[src/rtl/lc3_ctrl_pkg.sv]
// Shared definitions for the LC-3 memory-access sequencer: opcodes, the
// ADDR2MUX encoding and the FSM state encoding.
// Build option LC3_MEM_INDIRECT_EN adds LDI/STI support.
package lc3_ctrl_pkg;

    localparam logic [3:0] OP_LD  = 4'b0010;
    localparam logic [3:0] OP_ST  = 4'b0011;
    localparam logic [3:0] OP_LDR = 4'b0110;
    localparam logic [3:0] OP_STR = 4'b0111;
    localparam logic [3:0] OP_LDI = 4'b1010;
    localparam logic [3:0] OP_STI = 4'b1011;
    localparam logic [3:0] OP_LEA = 4'b1110;

    typedef enum logic [1:0] {
        A2_ZERO   = 2'b00,
        A2_SEXT6  = 2'b01,
        A2_SEXT9  = 2'b10,
        A2_SEXT11 = 2'b11
    } addr2_sel_e;

    typedef enum logic [3:0] {
        S_IDLE     = 4'd0,
        S_CALC     = 4'd1,
        S_RD_WAIT  = 4'd2,
        S_WB       = 4'd3,
        S_ST_MDR   = 4'd4,
        S_WR_WAIT  = 4'd5,
        S_DONE     = 4'd6,
        S_IND_WAIT = 4'd7,
        S_IND_MAR  = 4'd8
    } state_e;

    // Opcodes this sequencer knows how to run; anything else ends in Err.
    function automatic logic op_supported(input logic [3:0] op);
        logic ok;
        ok = (op == OP_LD) || (op == OP_ST) || (op == OP_LDR) ||
             (op == OP_STR) || (op == OP_LEA);
`ifdef LC3_MEM_INDIRECT_EN
        ok = ok || (op == OP_LDI) || (op == OP_STI);
`endif
        return ok;
    endfunction

endpackage

[src/rtl/mem_wait_counter.sv]
// 4-bit down counter used to hold SRAM strobes for a fixed number of cycles.
// Loads on state entry, counts to zero and sticks there.
module mem_wait_counter (
    input  logic       clk,
    input  logic       rst_n,
    input  logic       load,
    input  logic [3:0] load_val,
    input  logic       en,
    output logic       zero
);

    logic [3:0] count;

    // Load takes priority; otherwise count down while enabled, never wrapping.
    always_ff @(posedge clk or negedge rst_n) begin
        if (!rst_n)
            count <= 4'd0;
        else if (load)
            count <= load_val;
        else if (en && count != 4'd0)
            count <= count - 4'd1;
    end

    assign zero = (count == 4'd0);

endmodule

[src/rtl/lc3_mem_access_ctrl.sv]
// Sequencer for LC-3 LD/ST/LDR/STR/LEA. All outputs are Moore decodes of the
// state and the latched instruction. Build option LC3_MEM_INDIRECT_EN adds
// LDI/STI through an extra pointer-fetch phase.
module lc3_mem_access_ctrl
    import lc3_ctrl_pkg::*;
#(
    parameter int MEM_WAIT = 2
) (
    input  logic        Clk,
    input  logic        Reset_n,
    input  logic        Start,
    input  logic [15:0] IR,
    output logic        Busy,
    output logic        Done,
    output logic        Err,
    output logic        ADDR1MUX,
    output logic [1:0]  ADDR2MUX,
    output logic [2:0]  SR1_sel,
    output logic [2:0]  DR_sel,
    output logic        GateMARMUX,
    output logic        GateMDR,
    output logic        GateSR,
    output logic        LD_MAR,
    output logic        LD_MDR,
    output logic        LD_REG,
    output logic        MIO_EN,
    output logic        Mem_OE,
    output logic        Mem_WE
);

    localparam logic [3:0] WAIT_LOAD = 4'(MEM_WAIT - 1);

    state_e      state, nxt;
    logic [15:0] ir_q;
    logic [3:0]  op;
    logic        sup;
    logic        cnt_load, cnt_en, cnt_zero;
    addr2_sel_e  a2;

    // Offset bits never steer the sequencer; they only feed the datapath.
    logic unused_ir;
    assign unused_ir = ^ir_q[5:0];

    assign op  = ir_q[15:12];
    assign sup = op_supported(op);

    // State register.
    always_ff @(posedge Clk or negedge Reset_n) begin
        if (!Reset_n)
            state <= S_IDLE;
        else
            state <= nxt;
    end

    // Instruction latch, captured only when a request is accepted.
    always_ff @(posedge Clk or negedge Reset_n) begin
        if (!Reset_n)
            ir_q <= 16'd0;
        else if (state == S_IDLE && Start)
            ir_q <= IR;
    end

    assign cnt_en = (state == S_RD_WAIT) || (state == S_WR_WAIT) ||
                    (state == S_IND_WAIT);

    mem_wait_counter u_wait (
        .clk      (Clk),
        .rst_n    (Reset_n),
        .load     (cnt_load),
        .load_val (WAIT_LOAD),
        .en       (cnt_en),
        .zero     (cnt_zero)
    );

    assign ADDR2MUX = a2;

    // Next-state and strobe decode.
    always_comb begin
        nxt        = state;
        cnt_load   = 1'b0;
        Busy       = (state != S_IDLE);
        Done       = 1'b0;
        Err        = 1'b0;
        ADDR1MUX   = 1'b0;
        a2         = A2_ZERO;
        SR1_sel    = 3'd0;
        DR_sel     = ir_q[11:9];
        GateMARMUX = 1'b0;
        GateMDR    = 1'b0;
        GateSR     = 1'b0;
        LD_MAR     = 1'b0;
        LD_MDR     = 1'b0;
        LD_REG     = 1'b0;
        MIO_EN     = 1'b0;
        Mem_OE     = 1'b0;
        Mem_WE     = 1'b0;
        case (state)
            S_IDLE: begin
                if (Start)
                    nxt = S_CALC;
            end
            S_CALC: begin
                if (!sup) begin
                    nxt = S_DONE;
                end else begin
                    GateMARMUX = 1'b1;
                    if (op == OP_LDR || op == OP_STR) begin
                        ADDR1MUX = 1'b1;
                        a2       = A2_SEXT6;
                        SR1_sel  = ir_q[8:6];
                    end else begin
                        a2 = A2_SEXT9;
                    end
                    case (op)
                        OP_LEA: begin
                            LD_REG = 1'b1;
                            nxt    = S_DONE;
                        end
                        OP_LD, OP_LDR: begin
                            LD_MAR   = 1'b1;
                            cnt_load = 1'b1;
                            nxt      = S_RD_WAIT;
                        end
`ifdef LC3_MEM_INDIRECT_EN
                        OP_LDI, OP_STI: begin
                            LD_MAR   = 1'b1;
                            cnt_load = 1'b1;
                            nxt      = S_IND_WAIT;
                        end
`endif
                        default: begin
                            LD_MAR = 1'b1;
                            nxt    = S_ST_MDR;
                        end
                    endcase
                end
            end
            S_RD_WAIT: begin
                Mem_OE = 1'b1;
                MIO_EN = 1'b1;
                if (cnt_zero) begin
                    LD_MDR = 1'b1;
                    nxt    = S_WB;
                end
            end
            S_WB: begin
                GateMDR = 1'b1;
                LD_REG  = 1'b1;
                nxt     = S_DONE;
            end
            S_ST_MDR: begin
                SR1_sel  = ir_q[11:9];
                GateSR   = 1'b1;
                LD_MDR   = 1'b1;
                cnt_load = 1'b1;
                nxt      = S_WR_WAIT;
            end
            S_WR_WAIT: begin
                Mem_WE = 1'b1;
                if (cnt_zero)
                    nxt = S_DONE;
            end
`ifdef LC3_MEM_INDIRECT_EN
            S_IND_WAIT: begin
                Mem_OE = 1'b1;
                MIO_EN = 1'b1;
                if (cnt_zero) begin
                    LD_MDR = 1'b1;
                    nxt    = S_IND_MAR;
                end
            end
            S_IND_MAR: begin
                // Pointer fetched into MDR becomes the effective address.
                GateMDR = 1'b1;
                LD_MAR  = 1'b1;
                if (op == OP_LDI) begin
                    cnt_load = 1'b1;
                    nxt      = S_RD_WAIT;
                end else begin
                    nxt = S_ST_MDR;
                end
            end
`endif
            S_DONE: begin
                Done = 1'b1;
                Err  = !sup;
                nxt  = S_IDLE;
            end
            default: nxt = S_IDLE;
        endcase
    end

endmodule

[config.mk]
export PLATFORM = sky130hd
export DESIGN_NAME = lc3_mem_access_ctrl
export DESIGN_NICKNAME = d
export VERILOG_FILES = /design/src/rtl/lc3_ctrl_pkg.sv /design/src/rtl/mem_wait_counter.sv /design/src/rtl/lc3_mem_access_ctrl.sv
export SDC_FILE = /design/constraint.sdc
export NUM_CORES = 1
export LEC_CHECK = 0
export CORE_MARGIN = 2
export CORE_UTILIZATION = 35
export DETAILED_ROUTE_END_ITERATION = 10
export DONT_BUFFER_PORTS = 1
export PLACE_DENSITY = 0.51
export SYNTH_ARGS = -nofsm -noshare
export SYNTH_HDL_FRONTEND = slang
export SYNTH_SLANG_ARGS = --single-unit
export TNS_END_PERCENT = 10
[constraint.sdc]
create_clock -name Clk -period 1.63 [get_ports Clk]
set_input_delay 0.0815 -clock Clk [delete_from_list [all_inputs] [get_ports Clk]]
set_output_delay 0.0815 -clock Clk [all_outputs]
set_load 0.03 [all_outputs]
---- Yosys cells after proc, flatten, opt, wreduce, memory -nomap -nowiden ----
Index checks and enable logic that the tools add are counted.
word-level totals
  output and inout bits ................... 21
  input bits .............................. 19
  flip-flop bits (word level) ............. 24
operators by class
  equal/unequal tests ..................... 15
  add/sub/neg operators ................... 1
  reductions and logical operators ........ 17
  mux-type cells .......................... 36
operators by type and width
  kind                   number
  $eq A4 B3 Y1 const B   6
  $pmux W4 S6            1
  $mux W4                5
  $mux W1                19
  $eq A4 B2 Y1 const B   4
  $pmux W3 S2            2
  $mux W3                3
  $logic_not A4 Y1       2
  $reduce_bool A4 Y1     2
  $logic_or A1 B1 Y1     7
  $mux W2                3
  $ne A2 B2 Y1 const B   3
  $pmux W1 S2            3
  $eq A4 B1 Y1 const B   1
  $eq A4 B4 Y1 const B   1
  $sub A4 B1 Y4 const B  1
  $reduce_and A3 Y1      1
  $logic_and A1 B1 Y1    2
  $reduce_bool A2 Y1     1
  $reduce_or A2 Y1       1
  $logic_not A1 Y1       1

---- Depth between registers and ports, before layout ----
  depth in word-level cells ............... 8
  mapped depth ............................ 5
  gate-level depth less buffers ........... 5

---- Hierarchy ----
A second synthesis with hierarchy kept.
unflattened totals
  cells, all modules ...................... 99
  area, all modules ....................... 1061.0 um^2
modules (own cells, without submodules)
  module               area an instance (um^2)  cells an instance  seq. area each (um^2)  times used
  lc3_mem_access_ctrl  790.8                    72                 325.3                  1
  mem_wait_counter     270.3                    27                 100.1                  1

---- Least setup slack after synthesis ----
OpenSTA, ideal clock, no wires.
  kind .................................... reg2out
  from .................................... reg state[2]
  to ...................................... out Err
  arrival ................................. 1.909 ns
  path slack .............................. -0.360 ns
  buffers on the path ..................... 1
  stages on the path, launching flop included .. 5
  required time ........................... 1.548 ns
  cell sequence ........................... dfrtp_1 -> buf_4 -> inv_1 -> nor3b_2 -> a21boi_0
on the way
  word-level cells in the longest chain between the ends .. 2
RTL lines
  item                    RTL line                   RTL
  from (decl)             lc3_mem_access_ctrl.sv:33  state_e state, nxt;
  from (signal assigned)  lc3_mem_access_ctrl.sv:52  state <= nxt;
  $eq A4 B3 Y1            lc3_mem_access_ctrl.sv:97  case (state)
  $mux W1                 lc3_mem_access_ctrl.sv:97
  to (decl)               lc3_mem_access_ctrl.sv:15  output logic Err,
No other way between the ends.

---- Worst setup path after layout ----
  from .................................... reg state[0]
  to ...................................... out LD_MDR
on the way
  word-level cells in the longest chain between the ends .. 2
  elaborated cells on any way between the ends .. 3
RTL lines
  item                                          RTL line                   RTL
  $eq A4 B3 Y1 or $eq A4 B2 Y1 (tied branches)  lc3_mem_access_ctrl.sv:97
  $pmux W1 S2 *                                 lc3_mem_access_ctrl.sv:97
  to (decl)                                     lc3_mem_access_ctrl.sv:24  output logic LD_MDR,
Every way passes the cells marked *; elsewhere a longest branch is shown, timed or not.

==> results.json <==
{
  "period_needed_ps": 1708,
  "root_buffer": "clkbuf_4",
  "rows": 20,
  "clk_pin_slew_ps": 110,
  "setup.worst_path.start_class": "register",
  "synth_top_area_share_pct": 39.17,
  "crit_buf_inv": 3,
  "slowest_stage": "dfrtp_1",
  "r2r_start": "state[0]",
  "cp.required_ps": 1550,
  "r2r_cells": 4,
  "yosysUniqueCellTypes": 45,
  "post-route-util_pct": 53.08,
  "status": "complete, but fails checks",
  "via_count": 923,
  "grt_max_degree": 18,
  "io_pins": 40,
  "place.gp.congestion": 0.8716,
  "grt_pass1_vias": 877,
  "tightest_slew_ps": 788.8,
  "drt_iter0_drc": 24,
  "vias_per_cell": 5.215,
  "start_util_pct": 36.17,
  "ys_ff_latch": 17,
  "async_flop_share_pct": 100.0,
  "fill_cells": 279,
  "core_area_um2": 3003,
  "finClkSkew_ps": 6.824,
  "power.density_nw_per_um2": 2152,
  "max_freq_mhz": 585.4,
  "cts_made_buffers": 3,
  "overflow": 0,
  "setup_tns_ps": -613.2,
  "drcViolationCount": 0,
  "synth_edf_count": 0,
  "min_to": "state[0]",
  "first_pass_iters": 4,
  "clock_sinks": 17,
  "clock_path_buffers": 2,
  "rsz0062_at_grt": "yes",
  "drive_gt1_share_pct": 47.22,
  "dieArea_um2": 3565,
  "regToRegEndpoint": "ir_q[10]",
  "drtAntennaViolNets": 0,
  "grtUsageTotal_pct": 15.76,
  "hpwlAfterDp_mm": 1.793,
  "yosys-top-cells-area": "dfrtp_1, mux2_2, buf_4",
  "htreeDepth": 1,
  "max-vdd-ir-drop_uv": 857.8,
  "grt_pass1_wl_mm": 4.181,
  "antennaDiodeCount": 0,
  "die_width_um": 59.71,
  "syn_nets": 123,
  "synthToLayoutAreaGrowth_pct": 46.77,
  "io_buffers": 0,
  "yosys_warnings": 0,
  "crit_family": "simple AND/OR/NAND/NOR gates",
  "maxSlewViolCount": 0,
  "finalHoldViolCount": 0,
  "drv_cap": 0,
  "final_area_um2": 1594,
  "yosys.area.top_type": "dfrtp_1",
  "slew_headroom_pct": 47.24,
  "antenna_found_initial": 0,
  "hp-class": "primary input to register",
  "critPathMaxFanout": 4,
  "synth-main-ff-cell": "dfrtp_1",
  "setup_viol": 14,
  "hold_start": "Start",
  "violations": "negative setup slack",
  "insertion_delay_ps": 290,
  "period_share_pct": 104.8,
  "synth_seq_area_share_pct": 39.17,
  "hold_slack_ps": 96.85,
  "synthCells": 103,
  "crit_path_cell_trace": "buf_6, or3b_4, clkinv_4, nand2_4, nand2b_4, buf_12",
  "avgSynthCellArea_um2": 10.54,
  "setup_ws_ps": -78.14,
  "cts_tree": "done",
  "worstSetupPathType": "register to output port",
  "rrSetupSlack_ps": -50,
  "p_leak_nw": 0.7480,
  "wirelength_mm": 2.633,
  "cp-end-kind": "output port",
  "place_area_um2": 1277,
  "dieHeight_um": 59.71,
  "synth_area_um2": 1086,
  "cp.arrival_ps": 1630,
  "cp_slowest_stage_delay_ps": 450,
  "avgRoutedWirePerCell_um": 14.88,
  "hold_depth": 3,
  "fin_nets": 165
}
cells in the mapped netlist, types with 3 or more instances:
master    count
a22o_1        4
inv_1         6
nor3b_2       3
a21oi_1       3
dfrtp_1      17
nand2_1       5
buf_4         6
nor2_1        3
nand2b_1      4
mux2_2        9
nand3_1       3
area by class of cell:
| class | instances | area [µm²] | area share [%] |
|---|---|---|---|
| inverter | 7 | 31.28 | 1.962 |
| clock buffer | 3 | 22.52 | 1.413 |
| timing repair buffer | 46 | 424.2 | 26.61 |
| sequential | 17 | 427.9 | 26.84 |
| tap | 33 | 41.29 | 2.590 |
| multi-input combinational | 70 | 639.4 | 40.11 |
| clock inverter | 1 | 7.507 | 0.4710 |
metal layers:
layer	vias to the layer above	part of all wire (%)	global-route usage (%)	wire, µm
met5	-	0	0	0
met4	0	1.4	4.127	38
met3	4	3.9	4.545	104
met2	20	51	25.16	1331
met1	447	44	20.90	1159
li1	452	-	-	-
where the power goes:
part	internal, mW	switching, mW	leakage [nW]
registers	0.645	0.321	0.201
clock network	0.0932	0.144	0.0139
logic	1.17	1.05	0.533
total	1.91	1.52	0.748
worst register-to-register path, delay by kind of cell (launching register included):
family,cells,cell delay (ps)
and+or+nand+nor,2,600
buffers and inverters,1,160
DFF,1,450
muxes,1,370
flip-flops by register name, indices dropped and copies added (netlist names):
name,count
state,3
u_wait.count,4
ir_q,10
stage by stage:
step | worst slack [ps] | instances | power [mW]
after floorplan | -2.146 | 103 | 2.284
after CTS | -93.33 | 173 | 3.237
after detailed placement | 69.42 | 152 | 2.767
after global routing | -179.6 | 177 | 3.684
final | -78.14 | 177 | 3.430
after global placement | 74.66 | 152 | 2.728
how the worst max path moves through the flow:
stage	cells after the start	startpoint	end
5_1_grt	5	state[1]	SR1_sel[2]
6_report	6	state[0]	LD_MDR
3_5_place_dp	3	state[1]	ir_q[9]
2_1_floorplan	4	state[1]	SR1_sel[0]
4_1_cts	4	state[2]	SR1_sel[1]
3_3_place_gp	3	state[1]	ir_q[9]
timing repair:
item	in CTS	in global routing
setup buffers	6	4
gates resized for setup	14	13
endpoints found under the setup margin	9	24
hold endpoints to repair	27	0
hold buffers	11	0
pin swaps	5	8
cloned	0	0
cell families (layout without fill, tap and decap cells):
group | Yosys count | after routing | share of synthesized area, %
and+or+nand+nor | 34 | 34 | 23.27
AOI/OAI and AO/OA | 25 | 25 | 17.40
DFF | 17 | 17 | 39.17
buffers and inverters | 16 | 57 | 8.639
muxes | 10 | 10 | 10.37
adders and majority gates | 1 | 1 | 1.152
cell usage in the layout (no fill, tap or decap), drive strengths merged, types with 2 or more instances in the layout:
| cell type | count |
|---|---|
| o21ai | 3 |
| nand2 | 5 |
| nand2b | 4 |
| buf | 35 |
| nor2 | 4 |
| dfrtp | 17 |
| mux2 | 10 |
| a22o | 4 |
| and2 | 2 |
| and3b | 2 |
| o21a | 2 |
| nor3b | 5 |
| inv | 6 |
| o21bai | 2 |
| clkbuf | 3 |
| a21oi | 3 |
| dlygate4sd3 | 11 |
| a211oi | 2 |
| nand3 | 3 |
| or3b | 2 |
Note: power is estimated with default switching activity, not from simulation.
